`src/rtl/envelope_follower.sv`:
```
// rtl/envelope_follower.sv - audio envelope follower with attack/release smoothing and hysteretic note gate
// Three-stage pipeline: rectify/quantise, 8.8 one-pole envelope, then gate FSM on each new amplitude.
module envelope_follower #(
    parameter int SAMPLE_BITS = 12
) (
    input  logic                   clk,
    input  logic                   rst,
    input  logic                   sample_valid,
    input  logic [SAMPLE_BITS-1:0] din,
    input  logic [3:0]             a,
    input  logic [3:0]             r,
    input  logic [3:0]             threshold,
    input  logic [3:0]             hold,
    output logic [7:0]             amplitude,
    output logic                   amplitude_valid,
    output logic                   gate
);

    localparam int MAG_BITS = SAMPLE_BITS - 1;

    typedef enum logic [1:0] {
        IDLE = 2'd0,
        OPEN = 2'd1,
        HOLD = 2'd2
    } gate_state_t;

    logic [MAG_BITS-1:0] mag;
    logic [7:0]          level_d, level_q;
    logic                s1_valid_d, s1_valid_q;
    logic [15:0]         env_d, env_q;
    logic [15:0]         target, diff, step;
    logic [7:0]          amplitude_d, amplitude_q;
    logic                amplitude_valid_d, amplitude_valid_q;
    logic [7:0]          on_level, off_level;
    logic                open_cond, close_cond;
    gate_state_t         state_q;
    logic [11:0]         hold_cnt_q;
    logic                gate_q;

    // Most negative input has no positive twin; clamp it to full scale.
    always_comb begin
        mag = din[MAG_BITS-1:0];
        if (din[SAMPLE_BITS-1]) begin
            if (din[MAG_BITS-1:0] == '0) begin
                mag = '1;
            end else begin
                mag = ~din[MAG_BITS-1:0] + MAG_BITS'(1);
            end
        end
        level_d    = sample_valid ? 8'(mag >> (MAG_BITS - 8)) : level_q;
        s1_valid_d = sample_valid;
    end

    always_comb begin
        target = {level_q, 8'h00};
        if (target > env_q) begin
            diff = target - env_q;
            step = diff >> a;
        end else begin
            diff = env_q - target;
            step = diff >> r;
        end
        // A tiny residual would otherwise stall the envelope short of its target.
        if (step == 16'd0 && diff != 16'd0) begin
            step = 16'd1;
        end
        env_d = env_q;
        if (s1_valid_q) begin
            if (target > env_q) begin
                env_d = env_q + step;
            end else begin
                env_d = env_q - step;
            end
        end
        amplitude_d       = s1_valid_q ? env_d[15:8] : amplitude_q;
        amplitude_valid_d = s1_valid_q;
    end

    always_comb begin
        on_level   = {threshold, 4'b0000};
        off_level  = (threshold == 4'd0) ? 8'd0 : on_level - 8'd16;
        open_cond  = amplitude_q > on_level;
        close_cond = amplitude_q <= off_level;
    end

    always_ff @(posedge clk or negedge rst) begin
        if (!rst) begin
            level_q           <= 8'd0;
            s1_valid_q        <= 1'b0;
            env_q             <= 16'd0;
            amplitude_q       <= 8'd0;
            amplitude_valid_q <= 1'b0;
        end else begin
            level_q           <= level_d;
            s1_valid_q        <= s1_valid_d;
            env_q             <= env_d;
            amplitude_q       <= amplitude_d;
            amplitude_valid_q <= amplitude_valid_d;
        end
    end

    // Gate decisions happen only on the cycle a fresh amplitude is presented.
    always_ff @(posedge clk or negedge rst) begin
        if (!rst) begin
            state_q    <= IDLE;
            hold_cnt_q <= 12'd0;
            gate_q     <= 1'b0;
        end else if (amplitude_valid_q) begin
            case (state_q)
                IDLE: begin
                    if (open_cond) begin
                        state_q <= OPEN;
                        gate_q  <= 1'b1;
                    end
                end
                OPEN: begin
                    if (close_cond) begin
                        if (hold != 4'd0) begin
                            state_q    <= HOLD;
                            hold_cnt_q <= {hold, 8'h00};
                        end else begin
                            state_q <= IDLE;
                            gate_q  <= 1'b0;
                        end
                    end
                end
                HOLD: begin
                    if (open_cond) begin
                        state_q    <= OPEN;
                        hold_cnt_q <= 12'd0;
                    end else if (hold_cnt_q <= 12'd1) begin
                        state_q    <= IDLE;
                        hold_cnt_q <= 12'd0;
                        gate_q     <= 1'b0;
                    end else begin
                        hold_cnt_q <= hold_cnt_q - 12'd1;
                    end
                end
                default: begin
                    state_q    <= IDLE;
                    hold_cnt_q <= 12'd0;
                    gate_q     <= 1'b0;
                end
            endcase
        end
    end

    assign amplitude       = amplitude_q;
    assign amplitude_valid = amplitude_valid_q;
    assign gate            = gate_q;

endmodule

```
`config.mk`:
```
export PLATFORM = sky130hd
export DESIGN_NAME = envelope_follower
export DESIGN_NICKNAME = d
export VERILOG_FILES = /design/src/rtl/envelope_follower.sv
export SDC_FILE = /design/constraint.sdc
export NUM_CORES = 1
export LEC_CHECK = 0
export ABC_AREA = 1
export CAP_MARGIN = 5
export CELL_PAD_IN_SITES_DETAIL_PLACEMENT = 1
export CELL_PAD_IN_SITES_GLOBAL_PLACEMENT = 1
export CORE_MARGIN = 4
export CORE_UTILIZATION = 46
export DETAILED_ROUTE_END_ITERATION = 7
export GPL_TIMING_DRIVEN = 0
export PLACE_DENSITY = 0.95
export SLEW_MARGIN = 25
export SYNTH_ARGS = -nofsm -noshare
export SYNTH_HDL_FRONTEND = slang
export SYNTH_SLANG_ARGS = --single-unit
```
`constraint.sdc`:
```
create_clock -name clk -period 8 [get_ports clk]
set_clock_uncertainty 0.15 [all_clocks]
set_input_delay 0.8 -clock clk [delete_from_list [all_inputs] [get_ports clk]]
set_output_delay 0.8 -clock clk [all_outputs]
set_load 0.03 [all_outputs]
```
======== Yosys cells after proc, flatten, opt, wreduce, memory -nomap -nowiden ========
Index checks and enable logic that the tools add are counted.
storage, ports and cells
  output and inout port bits .............. 10
  logic and storage cells ................. 68
  bits in registers ....................... 49
  bits of input ports ..................... 31
cells by class
  reduce and logical (&&, ||, !) cells .... 10
  $add $sub $neg .......................... 7
  multiplexer cells ....................... 25
  eq/ne operators ......................... 9
  bitwise gates (word level) .............. 2
  $lt $le $gt $ge ......................... 4
  shifts and indexed selects .............. 2
operators with widths
  cell                   number
  $mux 16                5
  $mux 12                4
  $sub 16x16->16         3
  $pmux 12 s3            1
  $shr 16x4->16          2
  $mux 11                2
  $add 16x16->16         1
  $gt 16x16->1           1
  $logic_not 16->1       1
  $reduce_bool 16->1     1
  $le 12x1->1 const B    1
  $ne 2x2->1 const B     6
  $sub 12x1->12 const B  1
  $add 11x1->11 const B  1
  $logic_not 11->1       1
  $not 11->11            1
  $mux 2                 5
  $gt 8x8->1             1
  $le 8x8->1             1
  $mux 8                 1
  $reduce_and 4->1       2
  $sub 8x5->8 const B    1
  $pmux 2 s3             1
  $reduce_and 6->1       1
  other kinds (10)       14

======== Longest topological paths before layout ========
Gate-level depths: netlist (run 1).
  depth after elaboration ................. 9
  gate-level depth with buffers ........... 44
  gate-level depth less buffers ........... 43

======== Worst setup path before layout (run 1) ========
Ideal clock, no wire load.
  path type ............................... flip-flop to flip-flop
  start point ............................. reg env_q[8]
  end point ............................... reg env_q[13]
  period minus slack after synthesis ...... 5,088 ps
  cell stages (with the launch flop) ...... 39
  data required time ...................... 7,716 ps
  path slack .............................. 2,912 ps
  arrival ................................. 4,804 ps
  cells stage by stage .................... dfrtp_1 > inv_1 > ha_1 > inv_1 > fa_1 > xor2_1 > nand2_1 > o21ai_0 > o21ai_0 > nand2_1 > nand2_1 > nor2_1 > a21oi_1 > nand2_1 > nor2_4 > nand3_2 > nor2_2 > nand3_2 > (+3 left out) > nor2_1 > xor2_1 > ha_1 > a21oi_1 > inv_1 > a31oi_1 > o21ai_0 > a21oi_1 > o21bai_1 > a21oi_1 > o21ai_0 > nand2_1 > nand2_1 > a21oi_1 > o21ai_0 > a21oi_1 > o21ai_0 > o21ai_0
on the way
  longest elaborated chain between the ends .. 9
  elaborated cells between the ends (all ways) .. 15
  those cells by class .................... add/sub: 4; order compare: 1; shift: 2; mux: 5; reduce/logical: 3
ends and longest elaborated chain
  what                                                     line    source
  start, declared                                          30      logic [15:0] env_d, env_q;
  start signal, assigned                                   96      env_q <= env_d;
  $sub 16x16->16, on equally long branches                 60, 57
  $shr 16x4->16, on equally long branches                  61, 58
  $mux 16                                                  56      if (target > env_q) begin
  $logic_not 16->1                                         64      if (step == 16'd0 && diff != 16'd0) begin
  $logic_and 1x1->1                                        64
  $mux 16                                                  64
  $sub 16x16->16 / $add 16x16->16 (equally long branches)  72, 70
  $mux 16 *                                                69      if (target > env_q) begin
  $mux 16 *                                                68      if (s1_valid_q) begin
  named net env_d[13]                                      30
The timed path passes the listed nets; every way through them passes the cells marked *.
A chain may end at the register's enable or synchronous reset.

======== Worst setup path in the final report (run 1) ========
Ends and elaborated chain as after synthesis.

==> run summary, run 1 <==
Status - completed
Number of distinct library cells after synthesis - 48
Slew HR - 0.545
Syn avg cell area - 6.11 um2
ANT nets after route - 0
Die W - 124 um
Final Hold Violating Endpoints - 0
Ratio of cells with drive above 1 in the final layout - 0.0665
Die Ht - 124 um
DR DRC count - 0
Area growth, synth to finish - 12.3%
Flop2flop setup slack - 0.90 ns
Total GRT Usage - 0.318
Via density - 6.03
CTS root buffer - clkbuf_16
Reg clk slew, reported paths - 0.08 ns
Tcrit/Tclk final - 0.887
Fin nets - 1145
Slew Viols, Final - 0
WP buf/inv - 4
Crit path top cell by count - o21ai_0
#FFs+latches synth - 49
Fin Setup TNS - 0 ns
Diode count - 0
Gpl congestion - 0.952
Via count of the first global-routing pass - 7974
Critical path type - flip-flop to flip-flop
Worst Reg-to-Reg Cells - 37
Skew-Pair Late Insertion Delay - 0.29 ns
Synthesized net count - 1100
RR Endpoint - env_q[13]
Std-Cell Rows - 42
FILL cells - 1887
Critical R2R Launch - env_q[8]
Clock tree buffer depth - 2
Sequential Area - 1230 um2
Top-count cell post-synth - nand2_1
Area of the multi-input gates - 4370 um2
Die area - 15500 um2
Top FF cell, synth - dfrtp_1
GRT overflow - 0
Worst path max stage delay - 0.46 ns
Min-Delay Endpoint - amplitude_valid
Design Area, Final - 7010 um2
Max frequency - 0.141 GHz
Final setup vio count - 0
Detailed Routing Iterations Pass 1 - 6
Endpoint type of the worst setup path - flip-flop
Clock H-tree levels - 2
Worst Path Max Fanout - 4
Setup Buffers After CTS - 0
Max Cap Viol - 0
First-pass GRT wire length - 40.7 mm
Crit path launch type - flip-flop
Number of flops mapped to enable cells by yosys - 0
Largest net degree at the start of global routing - 50
CTS Hold Buffers Added - 0
Post-CTS Resized - 0
Hold Path Stages - 0
Placed instance area - 6840 um2
Total wire length - 24.9 mm
Wire length per cell - 20.1 um
Worst Max-Slew Pin Slew - 0.682 ns
Core Box Area - 13200 um2
FFs w/ async S/R, synth - 1.00
Clock period minus worst slack - 7.10 ns
Critical Path RT - 8.01 ns
Initial DRC count - 745
Area of the mapped netlist - 6240 um2
Synth top area share - 0.197
CP top delay family - compound AO/OA/AOI/OAI gates
Top-Level Pins - 41
Buffers on Ports - 38
Cell taking the most area after synthesis - dfrtp_1
Arrival @ worst endpoint - 7.11 ns
Initial antenna violation count - 0
Crit path launch - env_q[8]
Commonest cells in the netlist - 283 x nand2_1, 129 x inv_1, 127 x nand3_1
Ys Warns - 0
DR vias - 7494
Seq/Total Area, Yosys - 0.197
Clk sinks - 49
TritonCTS clock tree - done
RSZ-0062 raised after global routing - false
Worst min-delay path startpoint - amplitude_valid_d
Mapped Cells - 1021
Hold/Removal Path Class - flip-flop to flip-flop
Area contributors post-synth - dfrtp_1 20%, nand2_1 17%, nand3_1 10%
HPWL after DPL - 19.0 mm
Initial Util - 0.471
Inserted Clock Buffers - 5
Crit-path slowest cell - fa_1
[stage by stage]
stage / cells / setup WS [ns] / hold slack (ns) / utilization
2_1_floorplan: 1021 / 2.91 / 0.199 / -
3_3_place_gp: 1235 / 1.51 / 0.202 / 0.517
3_5_place_dp: 1235 / 1.28 / 0.228 / 0.516
4_1_cts: 1243 / 1.03 / 0.263 / 0.529
5_1_grt: 1243 / 0.396 / 0.265 / 0.529
6_report: 1243 / 0.900 / 0.263 / 0.529
[flip-flops by register name (all words and copies together) (netlist names)]
register / cells
amplitude: 8
amplitude_valid_d: 1
hold_cnt_q: 12
amplitude_valid: 1
env_q: 16
state_q: 2
level_q: 8
gate: 1
[placed cells by master, fill, tap and decap left out, types with 6 or more instances in the layout]
| master | count |
|---|---|
| nand2_1 | 283 |
| inv_1 | 129 |
| nand3_1 | 127 |
| nor2_1 | 81 |
| o21ai_0 | 72 |
| dfrtp_1 | 49 |
| ha_1 | 46 |
| a21oi_1 | 45 |
| clkdlybuf4s50_1 | 37 |
| xor2_1 | 26 |
| nand4_1 | 17 |
| clkbuf_1 | 13 |
| nor2_2 | 12 |
| nor3_1 | 12 |
| nand3_2 | 11 |
| buf_2 | 8 |
| inv_2 | 7 |
| o211ai_1 | 7 |
| a22oi_1 | 7 |
| xnor2_1 | 7 |
| nand2_2 | 6 |
[worst register-to-register path: cells and delay by family (launching register included)]
family,cells,cell delay (ns)
xor+xnor,1,0.22
simple gates,12,1.36
flops,1,0.39
fa+ha+maj,4,1.21
compound gates,16,3.27
buf+inv,4,0.40
[final cells by class]
type,instances,share of cell area
tap,176,0.0314
buffer,25,0.0170
clock inverter,3,0.00625
multi-input combinational,807,0.624
timing repair buffer,38,0.0539
sequential,49,0.175
clock buffer,5,0.0179
inverter,140,0.0750
[per-layer routing]
metal	global-route usage	up-vias	routed length, um
li1	-	3438	-
met1	0.400	3654	10400
met2	0.550	305	11900
met3	0.0373	97	1450
met4	0.137	0	1160
met5	0	-	0
[cell families after synthesis]
family / count (synthesis) / share of synthesized area
simple gates: 566 / 0.408
buf+inv: 165 / 0.103
compound gates: 157 / 0.141
flops: 49 / 0.197
fa+ha+maj: 48 / 0.0987
xor+xnor: 34 / 0.0489
mux: 2 / 0.00341
[worst max path at each step]
stage                     slack [ns]         to  cells past startpoint
final                           0.90  env_q[13]                     37
after global routing            0.40  env_q[13]                     39
after CTS                       1.03  env_q[13]                     37
after detailed placement        1.28  env_q[13]                     33
after global placement          1.51  env_q[13]                     33
after floorplan                 2.91  env_q[13]                     38
Power of run 1 is not shown: default switching activity piles up to over one toggle a cycle in this logic, so the estimate is an artifact.
==> run 2, diff against run 1 <==
--- a/config.mk
+++ b/config.mk
@@ -9,10 +9,9 @@
 export CAP_MARGIN = 5
 export CELL_PAD_IN_SITES_DETAIL_PLACEMENT = 1
 export CELL_PAD_IN_SITES_GLOBAL_PLACEMENT = 1
-export CORE_MARGIN = 4
 export CORE_UTILIZATION = 46
 export DETAILED_ROUTE_END_ITERATION = 7
-export GPL_TIMING_DRIVEN = 0
+export GPL_TIMING_DRIVEN = 1
 export PLACE_DENSITY = 0.95
 export SLEW_MARGIN = 25
 export SYNTH_ARGS = -nofsm -noshare
==> run summary, run 2 (synthesized netlist as in run 1, its figures left out) <==
Status - completed
Area growth, synth to finish - 10.5%
Reg clk slew, reported paths - 0.07 ns
Max frequency - 0.140 GHz
Initial antenna violation count - 1
CTS root buffer - clkbuf_16
Largest register FFs - 16
Clock tree buffer depth - 2
Worst slack, placed - 0.769 ns
First-pass GRT wire length - 38.8 mm
Setup Buffers After CTS - 0
Slew HR - 0.522
Total GRT Usage - 0.351
Most frequent cells in the layout - 283 x nand2_1, 129 x inv_1, 127 x nand3_1
Crit path launch type - input port
Hold/Removal Path Class - input port to async pin
Die W - 118 um
Post-CTS Resized - 0
Critical path type - input port to flip-flop
Clock H-tree levels - 2
Largest net degree at the start of global routing - 50
Gpl congestion - 0.955
Worst path max stage delay - 0.89 ns
Endpoint type of the worst setup path - flip-flop
Ratio of cells with drive above 1 in the final layout - 0.0565
Crit path top cell by count - nand2_1
Placed instance area - 6740 um2
Std-Cell Rows - 42
Final setup vio count - 0
Fin Setup TNS - 0 ns
TritonCTS clock tree - done
Final Hold Violating Endpoints - 0
Die Ht - 118 um
Critical R2R Launch - env_q[10]
HPWL after DPL - 18.9 mm
Critical Path RT - 8.03 ns
Flop2flop setup slack - 1.27 ns
Design Area, Final - 6900 um2
RR Endpoint - env_q[14]
Initial DRC count - 632
Most common cell after layout, fill and taps aside - nand2_1
Diode count - 0
Final WS setup - 0.845 ns
Die area - 14000 um2
Max Cap Viol - 0
Tcrit/Tclk final - 0.894
Crit-path slowest cell - clkdlybuf4s50_1
Detailed Routing Iterations Pass 1 - 5
Initial Util - 0.471
Via count of the first global-routing pass - 7625
Worst Reg-to-Reg Cells - 37
DR vias - 7325
GRT overflow - 0
Core Box Area - 13200 um2
Inserted Clock Buffers - 5
Buffers on Ports - 40
Arrival @ worst endpoint - 7.19 ns
Clk sinks - 49
Fin nets - 1122
Top-Level Pins - 41
ANT nets after route - 0
Clock period minus worst slack - 7.15 ns
Via density - 6.00
Worst Path Max Fanout - 19
CTS Hold Buffers Added - 0
Top Registers - env_q: 16 flops, hold_cnt_q: 12 flops
Register with the most flip-flops - env_q
Worst Max-Slew Pin Slew - 0.715 ns
Slew Viols, Final - 0
RSZ-0062 raised after global routing - false
Wire length per cell - 19.9 um
Final core utilization - 0.521
Skew-Pair Late Insertion Delay - 0.30 ns
Total wire length - 24.3 mm
DR DRC count - 0
[run 2: worst max path at each step]
stage / from / to / slack (ns)
finish: a[0] / env_q[14] / 0.85
global route: a[0] / env_q[14] / 0.22
CTS: a[0] / env_q[14] / 0.91
detailed placement: a[0] / env_q[14] / 0.77
global placement: a[0] / env_q[13] / 1.21
floorplan: env_q[8] / env_q[13] / 2.91
[run 2: cell type report]
cell class / count / area, um2
Clock buffer: 5 / 125
Clock inverter: 3 / 33.8
Fill cell: 1848 / 6340
Inverter: 140 / 526
Multi-Input combinational cell: 807 / 4370
Sequential cell: 49 / 1230
Tap cell: 176 / 220
Timing Repair Buffer: 40 / 398
[run 2: critical path, delay by kind of cell]
kind	cells	cell delay, ns
AO/OA/AOI/OAI	9	2.11
adder cells (fa/ha/maj)	2	0.57
buffers and inverters	3	1.55
XOR/XNOR	1	0.15
AND/OR/NAND/NOR	18	1.98
[run 2: through the flow]
stage          cells  hold WS (ns)
3_5_place_dp    1212         0.350
6_report        1220         0.371
2_1_floorplan   1021         0.199
4_1_cts         1220         0.368
3_3_place_gp    1212         0.323
5_1_grt         1220         0.392
[run 2: layer usage]
metal / part of all wire / up-vias / track usage
li1: - / 3390 / -
met1: 0.41 / 3518 / 0.442
met2: 0.47 / 319 / 0.592
met3: 0.075 / 96 / 0.0521
met4: 0.040 / 2 / 0.155
met5: 0.00053 / - / 0
Power of run 2 is left out for the same reason.
==> run 3, diff against run 2 <==
--- a/config.mk
+++ b/config.mk
@@ -12,7 +12,7 @@
 export CORE_UTILIZATION = 46
 export DETAILED_ROUTE_END_ITERATION = 7
 export GPL_TIMING_DRIVEN = 1
-export PLACE_DENSITY = 0.95
+export PLACE_DENSITY = 0.92
 export SLEW_MARGIN = 25
 export SYNTH_ARGS = -nofsm -noshare
 export SYNTH_HDL_FRONTEND = slang
==> run summary, run 3 (synthesized netlist as in run 1, its figures left out) <==
Area growth, synth to finish - 10.4%
Worst Path Max Fanout - 19
Initial Util - 0.471
Crit path launch type - input port
TritonCTS clock tree - done
Most frequent cells in the layout - 283 x nand2_1, 129 x inv_1, 127 x nand3_1
Critical Path RT - 8.01 ns
Worst path max stage delay - 0.89 ns
Setup Buffers After CTS - 0
Detailed Routing Iterations Pass 1 - 5
Post-CTS Resized - 0
Die W - 118 um
Initial antenna violation count - 0
First-pass GRT wire length - 38.0 mm
Clock H-tree levels - 2
Placed instance area - 6750 um2
Status - completed
DR vias - 7163
Endpoint type of the worst setup path - flip-flop
Clock period minus worst slack - 6.92 ns
Fin nets - 1123
Inserted Clock Buffers - 5
Die area - 14000 um2
Tcrit/Tclk final - 0.865
Reg clk slew, reported paths - 0.07 ns
Slew Viols, Final - 0
Via count of the first global-routing pass - 7412
FILL cells - 1892
Clock tree buffer depth - 2
Critical path type - input port to flip-flop
Largest net degree at the start of global routing - 50
GRT overflow - 0
RSZ-0062 raised after global routing - false
Buffers on Ports - 40
Core Box Area - 13200 um2
CTS Hold Buffers Added - 0
Hold/Removal Path Class - flip-flop to flip-flop
Skew-Pair Late Insertion Delay - 0.30 ns
Via density - 5.87
Ratio of cells with drive above 1 in the final layout - 0.0565
Gpl congestion - 0.973
Die Ht - 118 um
Worst Max-Slew Pin Slew - 0.785 ns
Slew HR - 0.475
Register with the most flip-flops - env_q
Arrival @ worst endpoint - 6.93 ns
Top-Level Pins - 41
Clk sinks - 49
Design Area, Final - 6890 um2
Diode count - 0
HPWL after DPL - 18.4 mm
Final Hold Violating Endpoints - 0
Initial DRC count - 555
Fin Setup TNS - 0 ns
Max frequency - 0.144 GHz
CTS root buffer - clkbuf_16
Max Cap Viol - 0
Most common cell after layout, fill and taps aside - nand2_1
Crit path top cell by count - nand2_1
Largest register FFs - 16
Total GRT Usage - 0.346
Top Registers - env_q: 16 flops, hold_cnt_q: 12 flops
Total wire length - 23.4 mm
Crit-path slowest cell - clkdlybuf4s50_1
DR DRC count - 0
ANT nets after route - 0
Std-Cell Rows - 42
Final setup vio count - 0
Wire length per cell - 19.1 um
run 3: metal layers:
layer	share of wire	wire (um)	track usage	vias to the layer above
li1	-	-	-	3396
met3	0.064	1480	0.0560	59
met1	0.43	9980	0.431	3468
met4	0.039	909	0.149	0
met2	0.47	11000	0.590	240
met5	0	0	0	-
run 3: layout make-up:
cell class / instances / area, um2 / area share
Tap cell: 176 / 220 / 0.0320
Sequential cell: 49 / 1230 / 0.178
Multi-Input combinational cell: 807 / 4370 / 0.634
Timing Repair Buffer: 41 / 405 / 0.0588
Clock inverter: 2 / 13.8 / 0.00200
Inverter: 140 / 526 / 0.0763
Clock buffer: 6 / 129 / 0.0187
run 3: path summary, 6_finish.rpt:
path                       startpoint            to  slack [ns]  cells past startpoint
max                              a[0]     env_q[13]        1.08                     33
min                         env_q[15]     env_q[15]        0.35                      2
max reg2reg                  env_q[8]     env_q[13]        1.29                     38
min reg2reg                 env_q[15]     env_q[15]        0.35                      2
max in group asynchronous         rst     env_q[10]        6.87                      1
min in group asynchronous         rst  amplitude[3]        0.39                      1
run 3: critical path, delay by kind of cell:
kind                       cells  cell delay [ns]
xor gates and xnor gates       1             0.08
adders and majority gates      2             0.57
and+or+nand+nor               13             1.54
AOI/OAI and AO/OA             13             2.31
buffers and inverters          4             1.60
run 3: through the flow:
stage | setup WS, ns | instances | util | hold WS (ns)
floorplan | 2.91 | 1021 | - | 0.199
global placement | 1.38 | 1213 | 0.509 | 0.328
detailed placement | 0.910 | 1213 | 0.509 | 0.337
CTS | 1.22 | 1221 | 0.520 | 0.353
global route | 0.539 | 1221 | 0.520 | 0.382
finish | 1.08 | 1221 | 0.520 | 0.351
Power of run 3 is left out for the same reason.
